$ cat config.mk
export PLATFORM = sky130hd
export DESIGN_NAME = div_seq
export DESIGN_NICKNAME = d
export VERILOG_FILES = /design/src/rtl/rv32i_pkg.sv /design/src/rtl/div_seq.sv
export SDC_FILE = /design/constraint.sdc
export NUM_CORES = 1
export LEC_CHECK = 0
export BUFFER_PORTS_ARGS = -buffer_cell sky130_fd_sc_hd__buf_4
export CORE_UTILIZATION = 48
export DETAILED_ROUTE_END_ITERATION = 12
export GPL_TIMING_DRIVEN = 0
export PLACE_DENSITY = 0.72
export SKIP_LAST_GASP = 1
export SLEW_MARGIN = 30
export SYNTH_ARGS = -nofsm -noshare
export SYNTH_HDL_FRONTEND = slang
export SYNTH_SLANG_ARGS = --single-unit
$ cat constraint.sdc
create_clock -name clk -period 5.5 [get_ports clk]
set_input_delay 0.55 -clock clk [delete_from_list [all_inputs] [get_ports clk]]
set_output_delay 0.55 -clock clk [all_outputs]
set_load 0.03 [all_outputs]
$ cat src/rtl/rv32i_pkg.sv
// Shared RV32 definitions: data width and divider encodings.
// Holds the operation and state enums used by div_seq.
package rv32i_pkg;

    localparam int XLEN      = 32;
    localparam int DIV_CNT_W = $clog2(XLEN);

    typedef enum logic [1:0] {
        DIV_OP_DIV  = 2'b00,
        DIV_OP_DIVU = 2'b01,
        DIV_OP_REM  = 2'b10,
        DIV_OP_REMU = 2'b11
    } div_op_e;

    typedef enum logic [1:0] {
        DIV_IDLE = 2'b00,
        DIV_CALC = 2'b01,
        DIV_DONE = 2'b10
    } div_state_e;

endpackage

$ cat src/rtl/div_seq.sv
// Iterative restoring divider for DIV/DIVU/REM/REMU, one quotient bit
// per cycle, with valid/ready request and response handshakes.
// Ports: clk, rst (sync, high), req_valid/req_ready, op, dividend,
// divisor, resp_valid/resp_ready, result, busy (stall request).
module div_seq
    import rv32i_pkg::*;
#(
    parameter int XLEN = rv32i_pkg::XLEN
) (
    input  logic            clk,
    input  logic            rst,
    input  logic            req_valid,
    output logic            req_ready,
    input  div_op_e         op,
    input  logic [XLEN-1:0] dividend,
    input  logic [XLEN-1:0] divisor,
    output logic            resp_valid,
    input  logic            resp_ready,
    output logic [XLEN-1:0] result,
    output logic            busy
);

    localparam int CNT_W = $clog2(XLEN);
    localparam logic [XLEN-1:0] MIN_NEG = {1'b1, {(XLEN-1){1'b0}}};

    div_state_e      state_q, state_d;
    logic [CNT_W-1:0] cnt_q, cnt_d;
    logic [XLEN-1:0] quo_q, quo_d;
    logic [XLEN-1:0] rem_q, rem_d;
    logic [XLEN-1:0] dvs_q, dvs_d;
    logic [XLEN-1:0] result_q, result_d;
    logic            neg_q_q, neg_q_d;
    logic            neg_r_q, neg_r_d;
    logic            is_rem_q, is_rem_d;
    logic            last_q, last_d;

    logic            sgn_op;
    logic            a_neg;
    logic            b_neg;
    logic [XLEN-1:0] abs_a;
    logic [XLEN-1:0] abs_b;
    logic            ovf;
    logic [XLEN:0]   rem_sh;
    logic [XLEN:0]   diff;
    logic [XLEN-1:0] quo_fix;
    logic [XLEN-1:0] rem_fix;

    always_comb begin
        state_d  = state_q;
        cnt_d    = cnt_q;
        quo_d    = quo_q;
        rem_d    = rem_q;
        dvs_d    = dvs_q;
        result_d = result_q;
        neg_q_d  = neg_q_q;
        neg_r_d  = neg_r_q;
        is_rem_d = is_rem_q;
        last_d   = last_q;

        sgn_op = ~op[0];
        a_neg  = sgn_op & dividend[XLEN-1];
        b_neg  = sgn_op & divisor[XLEN-1];
        abs_a  = a_neg ? -dividend : dividend;
        abs_b  = b_neg ? -divisor : divisor;
        ovf    = sgn_op && (dividend == MIN_NEG) && (divisor == '1);

        // Remainder stays below the divisor, so XLEN bits hold it;
        // the shifted value needs one extra bit for the trial subtract.
        rem_sh  = {rem_q, quo_q[XLEN-1]};
        diff    = rem_sh - {1'b0, dvs_q};
        quo_fix = neg_q_q ? -quo_q : quo_q;
        rem_fix = neg_r_q ? -rem_q : rem_q;

        unique case (state_q)
            DIV_IDLE: begin
                if (req_valid) begin
                    is_rem_d = op[1];
                    if (divisor == '0) begin
                        result_d = op[1] ? dividend : '1;
                        state_d  = DIV_DONE;
                    end else if (ovf) begin
                        result_d = op[1] ? '0 : dividend;
                        state_d  = DIV_DONE;
                    end else begin
                        quo_d   = abs_a;
                        rem_d   = '0;
                        dvs_d   = abs_b;
                        neg_q_d = a_neg ^ b_neg;
                        neg_r_d = a_neg;
                        cnt_d   = CNT_W'(XLEN - 1);
                        last_d  = 1'b0;
                        state_d = DIV_CALC;
                    end
                end
            end
            DIV_CALC: begin
                if (last_q) begin
                    // Extra cycle after the final bit applies the signs.
                    result_d = is_rem_q ? rem_fix : quo_fix;
                    last_d   = 1'b0;
                    state_d  = DIV_DONE;
                end else begin
                    if (!diff[XLEN]) begin
                        rem_d = diff[XLEN-1:0];
                        quo_d = {quo_q[XLEN-2:0], 1'b1};
                    end else begin
                        rem_d = rem_sh[XLEN-1:0];
                        quo_d = {quo_q[XLEN-2:0], 1'b0};
                    end
                    if (cnt_q == '0) begin
                        last_d = 1'b1;
                    end else begin
                        cnt_d = cnt_q - 1'b1;
                    end
                end
            end
            DIV_DONE: begin
                if (resp_ready) begin
                    state_d = DIV_IDLE;
                end
            end
            default: state_d = DIV_IDLE;
        endcase
    end

    always_ff @(posedge clk) begin
        if (rst) begin
            state_q  <= DIV_IDLE;
            cnt_q    <= '0;
            quo_q    <= '0;
            rem_q    <= '0;
            dvs_q    <= '0;
            result_q <= '0;
            neg_q_q  <= 1'b0;
            neg_r_q  <= 1'b0;
            is_rem_q <= 1'b0;
            last_q   <= 1'b0;
        end else begin
            state_q  <= state_d;
            cnt_q    <= cnt_d;
            quo_q    <= quo_d;
            rem_q    <= rem_d;
            dvs_q    <= dvs_d;
            result_q <= result_d;
            neg_q_q  <= neg_q_d;
            neg_r_q  <= neg_r_d;
            is_rem_q <= is_rem_d;
            last_q   <= last_d;
        end
    end

    assign req_ready  = (state_q == DIV_IDLE);
    assign resp_valid = (state_q == DIV_DONE);
    assign busy       = (state_q != DIV_IDLE);
    assign result     = result_q;

endmodule

# After elaboration in Yosys (flattened, before gate mapping)
# Cells that the tools add are included.
# totals
register_bits,139
in_bits,70
output_inout_bits,35
wordCells,90
# op_classes
n_addsub,6
n_eq_ne,12
mux,42
bitwise,6
n_reduce_logical,14
# op_table
op,n
$mux 32,20
$pmux 32 s2,3
$neg 32->32,4
$eq 32x32->1 const B,2
$sub 33x32->33,1
$logic_not 32->1,1
$mux 5,5
$ne 2x2->1 const B,6
$reduce_and 4->1,3
$mux 2,5
$pmux 5 s2,1
$mux 1,6
$pmux 2 s3,1
$reduce_and 6->1,1
$logic_not 5->1,1
$reduce_and 5->1,1
$sub 5x1->5 const B,1
$reduce_bool 2->1,2
$ne 3x1->1 const B,1
$not 1->1,3
$reduce_and 3->1,1
$and 1x1->1,2
$eq 2x1->1 const B,1
$eq 2x2->1 const B,1
6 further kinds,7

# Depth between registers and ports, before layout
# Gate-level depths: netlist of run 1.
# depth
depth_word,7
mapped_depth,13
mapped_depth_nobuf,12

# Worst setup path before layout of run 1
# Ideal clock, no wire load.
# synth_path
path_kind,register to register
startpoint,register quo_q[31]
endpoint,register rem_q[31]
setup_time_ns,0.120
arrival_time_ns,2.645
t_required_ns,5.380
setup_slack_ns,2.736
path_stages_with_launch,14
path_buffers,1
period_less_slack_ns,2.764
path_cell_list,dfxtp_1 -> inv_1 -> ha_1 -> fa_1 -> nand2b_1 -> a21oi_1 -> o311a_1 -> o21ai_0 -> o21ai_1 -> xnor2_1 -> nand2b_1 -> buf_2 -> nor2_1 -> a211o_1
# synth_between
elab_chain_cells,4
# synth_lines
item,line,text
from (decl),div_seq.sv:28,"logic [XLEN-1:0] quo_q, quo_d;"
from (signal assigned),div_seq.sv:141,quo_q <= quo_d;
$sub 33x32->33,div_seq.sv:70,"diff = rem_sh - {1'b0, dvs_q};"
$mux 32,div_seq.sv:103,if (!diff[XLEN]) begin
$mux 32,div_seq.sv:97,if (last_q) begin
$pmux 32 s2,div_seq.sv:74,unique case (state_q)
to (signal assigned),div_seq.sv:142,rem_q <= rem_d;
to (decl),div_seq.sv:29,"logic [XLEN-1:0] rem_q, rem_d;"
# No other way between the ends. The select of a mux whose other input is x is not followed.
# A chain may end at the register's enable or synchronous reset.

# Worst setup path after layout of run 1
# layout_path
startpoint,register quo_q[31]
endpoint,register rem_q[26]
# Same word-level chain as after synthesis.

==> impl_metrics.py, run 1 <==
metrics = {
    "clocking": {
        "cts.sinks": 139,
        "cts.path.max_buffers": 2,
        "cts_buffers": 17,
        "insertion_delay_ns": 0.44,
        "cts_tree": "done",
        "clk_pin_slew_ns": 0.06,
        "cts_resized": 0,
        "hold_buffers": 0,
        "cts_setup_buffers": 0,
        "h-tree-depth": 4,
        "cts_root_buffer": "clkbuf_16",
    },
    "critical_path": {
        "critPathLaunchType": "register",
        "arrival_ns": 4.06,
        "endpoint_kind": "register",
        "path_class": "register to register",
        "worstPathMaxFanout": 10,
        "crit_required_ns": 5.83,
        "rr_worst_depth": 13,
    },
    "synthesis": {
        "netlist_area_um2": 10700,
        "synth_area_per_cell_um2": 7.53,
        "yosysUniqueCellTypes": 76,
        "syn_inst": 1421,
        "ys_top_cells_by_area": "dfxtp_1, xnor2_1, xor2_1",
        "ys_warn_count": 0,
        "async_reset_ff_share_pct": 0,
        "synth_top_area_share_pct": 26.0,
        "synth_nets": 1531,
        "synth_seq_cells": 139,
        "ys_seq_area_share_pct": 26.0,
        "synth_flop_cell": "dfxtp_1",
        "yosysTopAreaCell": "dfxtp_1",
        "synth_edf_count": 0,
    },
    "placement": {
        "globalplace.congestion": 0.964,
        "io_buffer_count": 102,
        "dp_hpwl_mm": 28.0,
    },
    "die": {
        "die-area_um2": 22900,
        "start_util_pct": 49.0,
        "fp.dieW_um": 151,
        "ios": 105,
        "fp.dieH_um": 151,
        "rows": 54,
        "core_um2": 21800,
    },
    "job": {
        "maxCapViolations": 0,
    },
    "pwr": {
        "p_leak_nw": 4.86,
        "power_density_nw_per_um2": 308,
        "power.total_mw": 3.85,
        "ir_drop_mv": 0.225,
    },
    "status": {
        "status": "complete, no violations",
    },
    "routing": {
        "post_drt_wl_per_cell_um": 19.6,
        "vias_per_cell": 6.06,
        "ant_nets": 0,
        "drc_errors": 0,
        "first_pass_iters": 5,
        "drt_iter0_drc": 962,
        "vias": 11100,
        "routed_wirelength_mm": 36.0,
    },
    "cells_and_area": {
        "antennaDiodeCount": 0,
        "area_growth_pct": 16.7,
        "final_cell_mix": "nor2_1, nand2_1, dfxtp_1",
        "drive_gt1_share_pct": 12.0,
        "nNetsFinal": 1652,
    },
    "global_route": {
        "grt_pass1_wl_mm": 56.0,
        "grt_pass1_vias": 10300,
        "grt_max_degree": 17,
        "gr-total-overflow": 0,
        "grt_usage_pct": 32.0,
        "antenna_found_initial": 0,
    },
    "timing": {
        "relSlewSlack_pct": 41.5,
        "fmax_mhz": 268,
        "finalSetupTns_ns": 0,
        "skew_ns": 0.00738,
        "finalHoldViolCount": 0,
        "slew_violations": 0,
        "finalCritPeriodShare_pct": 67.9,
        "worstMarginPinSlew_ns": 0.871,
        "rsz0062_at_grt": "no",
        "setup_viol": 0,
        "fin_crit_ns": 3.74,
    },
    "worst_hold_path": {
        "hold_class": "input pin to register",
        "min_path_cells": 3,
    },
}
worst paths after layout:
kind	from	end	slack (ns)
setup reg to reg	quo_q[31]	rem_q[26]	1.76
hold reg to reg	result[6]	result[6]	0.45
hold / removal	resp_ready	state_q[1]	0.39
setup / recovery	quo_q[31]	rem_q[26]	1.76
Yosys cell counts (all sizes together), types with 11 or more instances:
cell type,count
a211oi,59
a21o,11
a21oi,124
a22o,14
buf,28
clkbuf,61
dfxtp,139
ha,39
inv,54
maj3,21
nand2,143
nand2b,16
nand3,22
nand4,17
nor2,146
nor3,44
o211ai,43
o21ai,92
o22ai,18
o31ai,34
o41ai,15
or3,13
or4,16
xnor2,72
xor2,72
critical path, cell delays in order (launching register included):
cell and delay (ns):
dfxtp_1 0.32, inv_1 0.14, ha_1 0.26, fa_1 0.23, nand2b_1 0.14, a21oi_1 0.10, o311a_1 0.38, o21ai_0 0.35
o21ai_1 0.19, xnor2_1 0.64, clkbuf_1 0.50, nor3_1 0.11, mux2i_1 0.20, nand2_1 0.06
routing by layer:
metal	GRT usage, %	wire (um)	share of wire [%]
met5	0	0	0
met4	12.9	1180	3.3
met3	5.03	2540	7.1
met2	54.3	16900	47
met1	40.2	15300	43
layout make-up:
type	count	area, um^2
Buffer	89	398
Inverter	54	203
Fill cell	2126	9330
Multi-Input combinational cell	1139	7320
Timing Repair Buffer	102	766
Clock inverter	11	215
Tap cell	280	350
Sequential cell	139	2780
Clock buffer	21	460
where the power goes:
group	switching, mW	total [mW]	internal, mW
Combinational	0.809	1.31	0.499
Sequential	0.105	1.19	1.09
Clock	0.478	1.35	0.874
flip-flops by register name, summed over array words and instances, names as in the netlist:
signal / cells
is_rem_q: 1
dvs_q: 32
last_q: 1
neg_r_q: 1
cnt_q: 5
rem_q: 32
state_q: 2
neg_q_q: 1
quo_q: 32
result: 32
metrics by stage:
| step | setup slack [ns] | instance area (um^2) | hold slack (ns) | util (%) | cells |
|---|---|---|---|---|---|
| 3_3_place_gp | 1.69 | 11800 | 0.442 | 54.2 | 1803 |
| 3_5_place_dp | 1.75 | 11800 | 0.448 | 54.2 | 1803 |
| 6_report | 1.76 | 12500 | 0.387 | 57.3 | 1835 |
| 4_1_cts | 1.75 | 12500 | 0.391 | 57.3 | 1835 |
| 2_1_floorplan | 2.74 | 10700 | 0.450 | - | 1421 |
| 5_1_grt | 1.52 | 12500 | 0.401 | 57.3 | 1835 |
cells by family after synthesis:
| logic type | count (synthesis) | share of synthesized area [%] |
|---|---|---|
| xor+xnor | 144 | 11.8 |
| mux | 8 | 0.760 |
| fa+ha+maj | 61 | 6.71 |
| simple gates | 462 | 20.5 |
| buf+inv | 143 | 5.61 |
| compound gates | 464 | 28.6 |
| flops | 139 | 26.0 |
Note: power is estimated with default switching activity, not from simulation.
==> run 2: changes to the inputs <==
--- a/config.mk
+++ b/config.mk
@@ -5,11 +5,12 @@
 export SDC_FILE = /design/constraint.sdc
 export NUM_CORES = 1
 export LEC_CHECK = 0
+export ABC_AREA = 1
 export BUFFER_PORTS_ARGS = -buffer_cell sky130_fd_sc_hd__buf_4
 export CORE_UTILIZATION = 48
 export DETAILED_ROUTE_END_ITERATION = 12
 export GPL_TIMING_DRIVEN = 0
-export PLACE_DENSITY = 0.72
+export PLACE_DENSITY = 0.71
 export SKIP_LAST_GASP = 1
 export SLEW_MARGIN = 30
 export SYNTH_ARGS = -nofsm -noshare
==> constraint.sdc (replaced) <==
create_clock -name clk -period 3.5 [get_ports clk]
set_input_delay 0.35 -clock clk [delete_from_list [all_inputs] [get_ports clk]]
set_output_delay 0.35 -clock clk [all_outputs]
set_load 0.03 [all_outputs]
==> run 2 against run 1 <==
Cell area is 20% higher. Clock power is 35% higher. Critical path type unchanged. First-iteration DRC count is 120% higher. Wire length is 47% higher. Flip-flop and latch count stayed put. Largest power group is now combinational logic. Worst setup slack worse by 1.2 ns. Die area is 23% higher. Sequential share of layout area is 3.7 points lower.
==> impl_metrics.py, run 2 <==
metrics = {
    "status": {
        "status": "complete, no violations",
    },
    "routing": {
        "post_drt_wl_per_cell_um": 18.7,
        "vias_per_cell": 5.69,
        "vias": 16100,
        "drt_iter0_drc": 2133,
        "drc_errors": 0,
        "routed_wirelength_mm": 52.9,
        "first_pass_iters": 6,
        "ant_nets": 0,
    },
    "clocking": {
        "clk_pin_slew_ns": 0.07,
        "cts_root_buffer": "clkbuf_16",
        "cts_setup_buffers": 0,
        "cts_resized": 0,
        "hold_buffers": 0,
        "cts.path.max_buffers": 2,
        "cts_buffers": 17,
        "cts_tree": "done",
        "insertion_delay_ns": 0.44,
        "h-tree-depth": 4,
        "cts.sinks": 139,
    },
    "pwr": {
        "power_density_nw_per_um2": 518,
        "ir_drop_mv": 0.257,
        "p_leak_nw": 7.28,
    },
    "die": {
        "start_util_pct": 49.0,
        "core_um2": 27000,
        "fp.dieW_um": 168,
        "fp.dieH_um": 168,
        "ios": 105,
        "die-area_um2": 28200,
        "rows": 60,
    },
    "global_route": {
        "grt_pass1_wl_mm": 81.1,
        "grt_usage_pct": 37.6,
        "grt_pass1_vias": 14400,
        "antenna_found_initial": 0,
        "grt_max_degree": 17,
        "gr-total-overflow": 0,
    },
    "critical_path": {
        "arrival_ns": 3.27,
        "critPathLaunchType": "register",
        "crit_slowest_cell": "fa_1",
        "rr_worst_depth": 17,
        "crit_required_ns": 3.86,
        "r2r_end": "rem_q[24]",
        "r2r_setup_slack_ns": 0.59,
        "endpoint_kind": "register",
        "max_stage_delay_ns": 0.41,
        "path_class": "register to register",
        "path_cells": "inv_1 -> ha_1 -> fa_1 -> inv_1 -> nand2_1 -> nand2_1 -> nand3_1 -> nand2_2 -> nand2_1 -> nand2_2 -> nand2_2 -> nand3_2 -> nand2_4 -> buf_6 -> nand2_1 -> nand3_1 -> a21oi_1",
        "path_common_cell": "nand2_1",
        "worstPathMaxFanout": 10,
        "r2r-start": "quo_q[31]",
    },
    "synthesis": {
        "ys_top_cells_by_area": "dfxtp_1, nand2_1, nand3_1",
        "syn_inst": 2344,
        "yosysTopAreaCell": "dfxtp_1",
        "synth_top_area_share_pct": 21.1,
        "netlist_area_um2": 13200,
        "yosysUniqueCellTypes": 47,
        "synth_seq_cells": 139,
        "yosys-top-cells-count": "nand2_1, inv_1, nor2_1, nand3_1, a21oi_1",
        "synth_nets": 2454,
        "ys_seq_area_share_pct": 21.1,
        "synth.most_common_cell": "nand2_1",
        "synth_edf_count": 0,
        "synth_flop_cell": "dfxtp_1",
        "synth_area_per_cell_um2": 5.63,
        "ys_warn_count": 0,
        "async_reset_ff_share_pct": 0,
    },
    "placement": {
        "io_buffer_count": 104,
        "dp_hpwl_mm": 43.4,
        "globalplace.congestion": 1.00,
        "dp.cells": 2789,
    },
    "cells_and_area": {
        "final_common_cell": "nand2_1",
        "area_growth_pct": 13.4,
        "num-fill-cells": 2886,
        "final_cell_mix": "nand2_1, inv_1, nor2_1",
        "nNetsFinal": 2577,
        "layoutNonFillerInstCount": 2821,
        "drive_gt1_share_pct": 9.15,
        "antennaDiodeCount": 0,
    },
    "timing": {
        "setup_viol": 0,
        "fin_crit_ns": 2.91,
        "finalCritPeriodShare_pct": 83.1,
        "slew_violations": 0,
        "finalHoldViolCount": 0,
        "rsz0062_at_grt": "no",
        "fmax_mhz": 344,
        "skew_ns": 0.0140,
        "finalSetupTns_ns": 0,
        "worstMarginPinSlew_ns": 0.820,
        "relSlewSlack_pct": 45.3,
    },
    "job": {
        "maxCapViolations": 0,
    },
    "worst_hold_path": {
        "hold_class": "input pin to register",
        "min_path_cells": 3,
        "worstHoldEndpoint": "dvs_q[29]",
        "worstHoldStart": "divisor[29]",
    },
}
==> run 2: cell types whose count changed after synthesis, moves of 53 or more <==
| cell | delta |
|---|---|
| nand2_1 | +486 |
| inv_1 | +246 |
| nand3_1 | +234 |
| nor2_1 | +118 |
| o21ai_0 | +97 |
| a21oi_1 | +69 |
| xnor2_1 | -56 |
| a211oi_1 | -53 |
==> run 2: per-stage QoR <==
| step | cell area, um^2 | power [mW] | utilization [%] | setup WS [ns] | hold slack (ns) |
|---|---|---|---|---|---|
| finish | 15000 | 7.76 | 55.6 | 0.590 | 0.222 |
| detailed placement | 14400 | 5.84 | 53.5 | 0.675 | 0.460 |
| floorplan | 13200 | 4.65 | - | 1.22 | 0.430 |
| global route | 15000 | 8.27 | 55.6 | 0.383 | 0.237 |
| global placement | 14400 | 5.80 | 53.5 | 0.676 | 0.455 |
| CTS | 15000 | 7.63 | 55.6 | 0.657 | 0.220 |
==> run 2: worst max-delay path by stage <==
stage,start,endpoint,cells past startpoint
3_5_place_dp,quo_q[31],rem_q[30],18
6_report,quo_q[31],rem_q[24],17
5_1_grt,quo_q[31],rem_q[29],17
4_1_cts,quo_q[31],rem_q[30],18
2_1_floorplan,quo_q[31],rem_q[17],16
3_3_place_gp,dividend[1],result[23],15
==> run 2: routing by layer <==
layer,wire [um],track usage [%]
met5,0,0
met3,5690,8.49
met1,23900,54.0
met4,1270,9.93
met2,22000,56.2
==> run 2: cell type report <==
class | instances | area [um^2] | area share [%]
multi-input cells | 1802 | 8810 | 58.8
flip-flops and latches | 139 | 2780 | 18.6
inverters | 315 | 1180 | 7.90
repair buffers | 104 | 781 | 5.21
clock buffers | 18 | 439 | 2.93
plain buffers | 88 | 427 | 2.85
well taps | 341 | 427 | 2.85
clock inverters | 14 | 129 | 0.860
==> run 2: cells by family (layout without fill, tap and decap cells) <==
logic type	Yosys count	in the layout	synth area share, %
AND/OR/NAND/NOR	1271	1271	42.0
AO/OA/AOI/OAI	452	452	18.3
buffers and inverters	403	539	12.2
flip-flops	139	139	21.1
adder cells (fa/ha/maj)	40	40	3.85
XOR/XNOR	39	39	2.59
==> run 2: worst max-delay path, delay by kind of cell, from the launching register on <==
family | cells | cell delay, ns
compound gates | 1 | 0.15
fa+ha+maj | 2 | 0.69
buf+inv | 3 | 0.48
flops | 1 | 0.37
simple gates | 11 | 1.12
==> run 2: power by group <==
group / leakage [nW] / internal [mW] / switching [mW]
Clock: 0.275 / 0.955 / 0.862
Sequential: 1.14 / 1.76 / 0.183
Combinational: 5.86 / 1.24 / 2.75
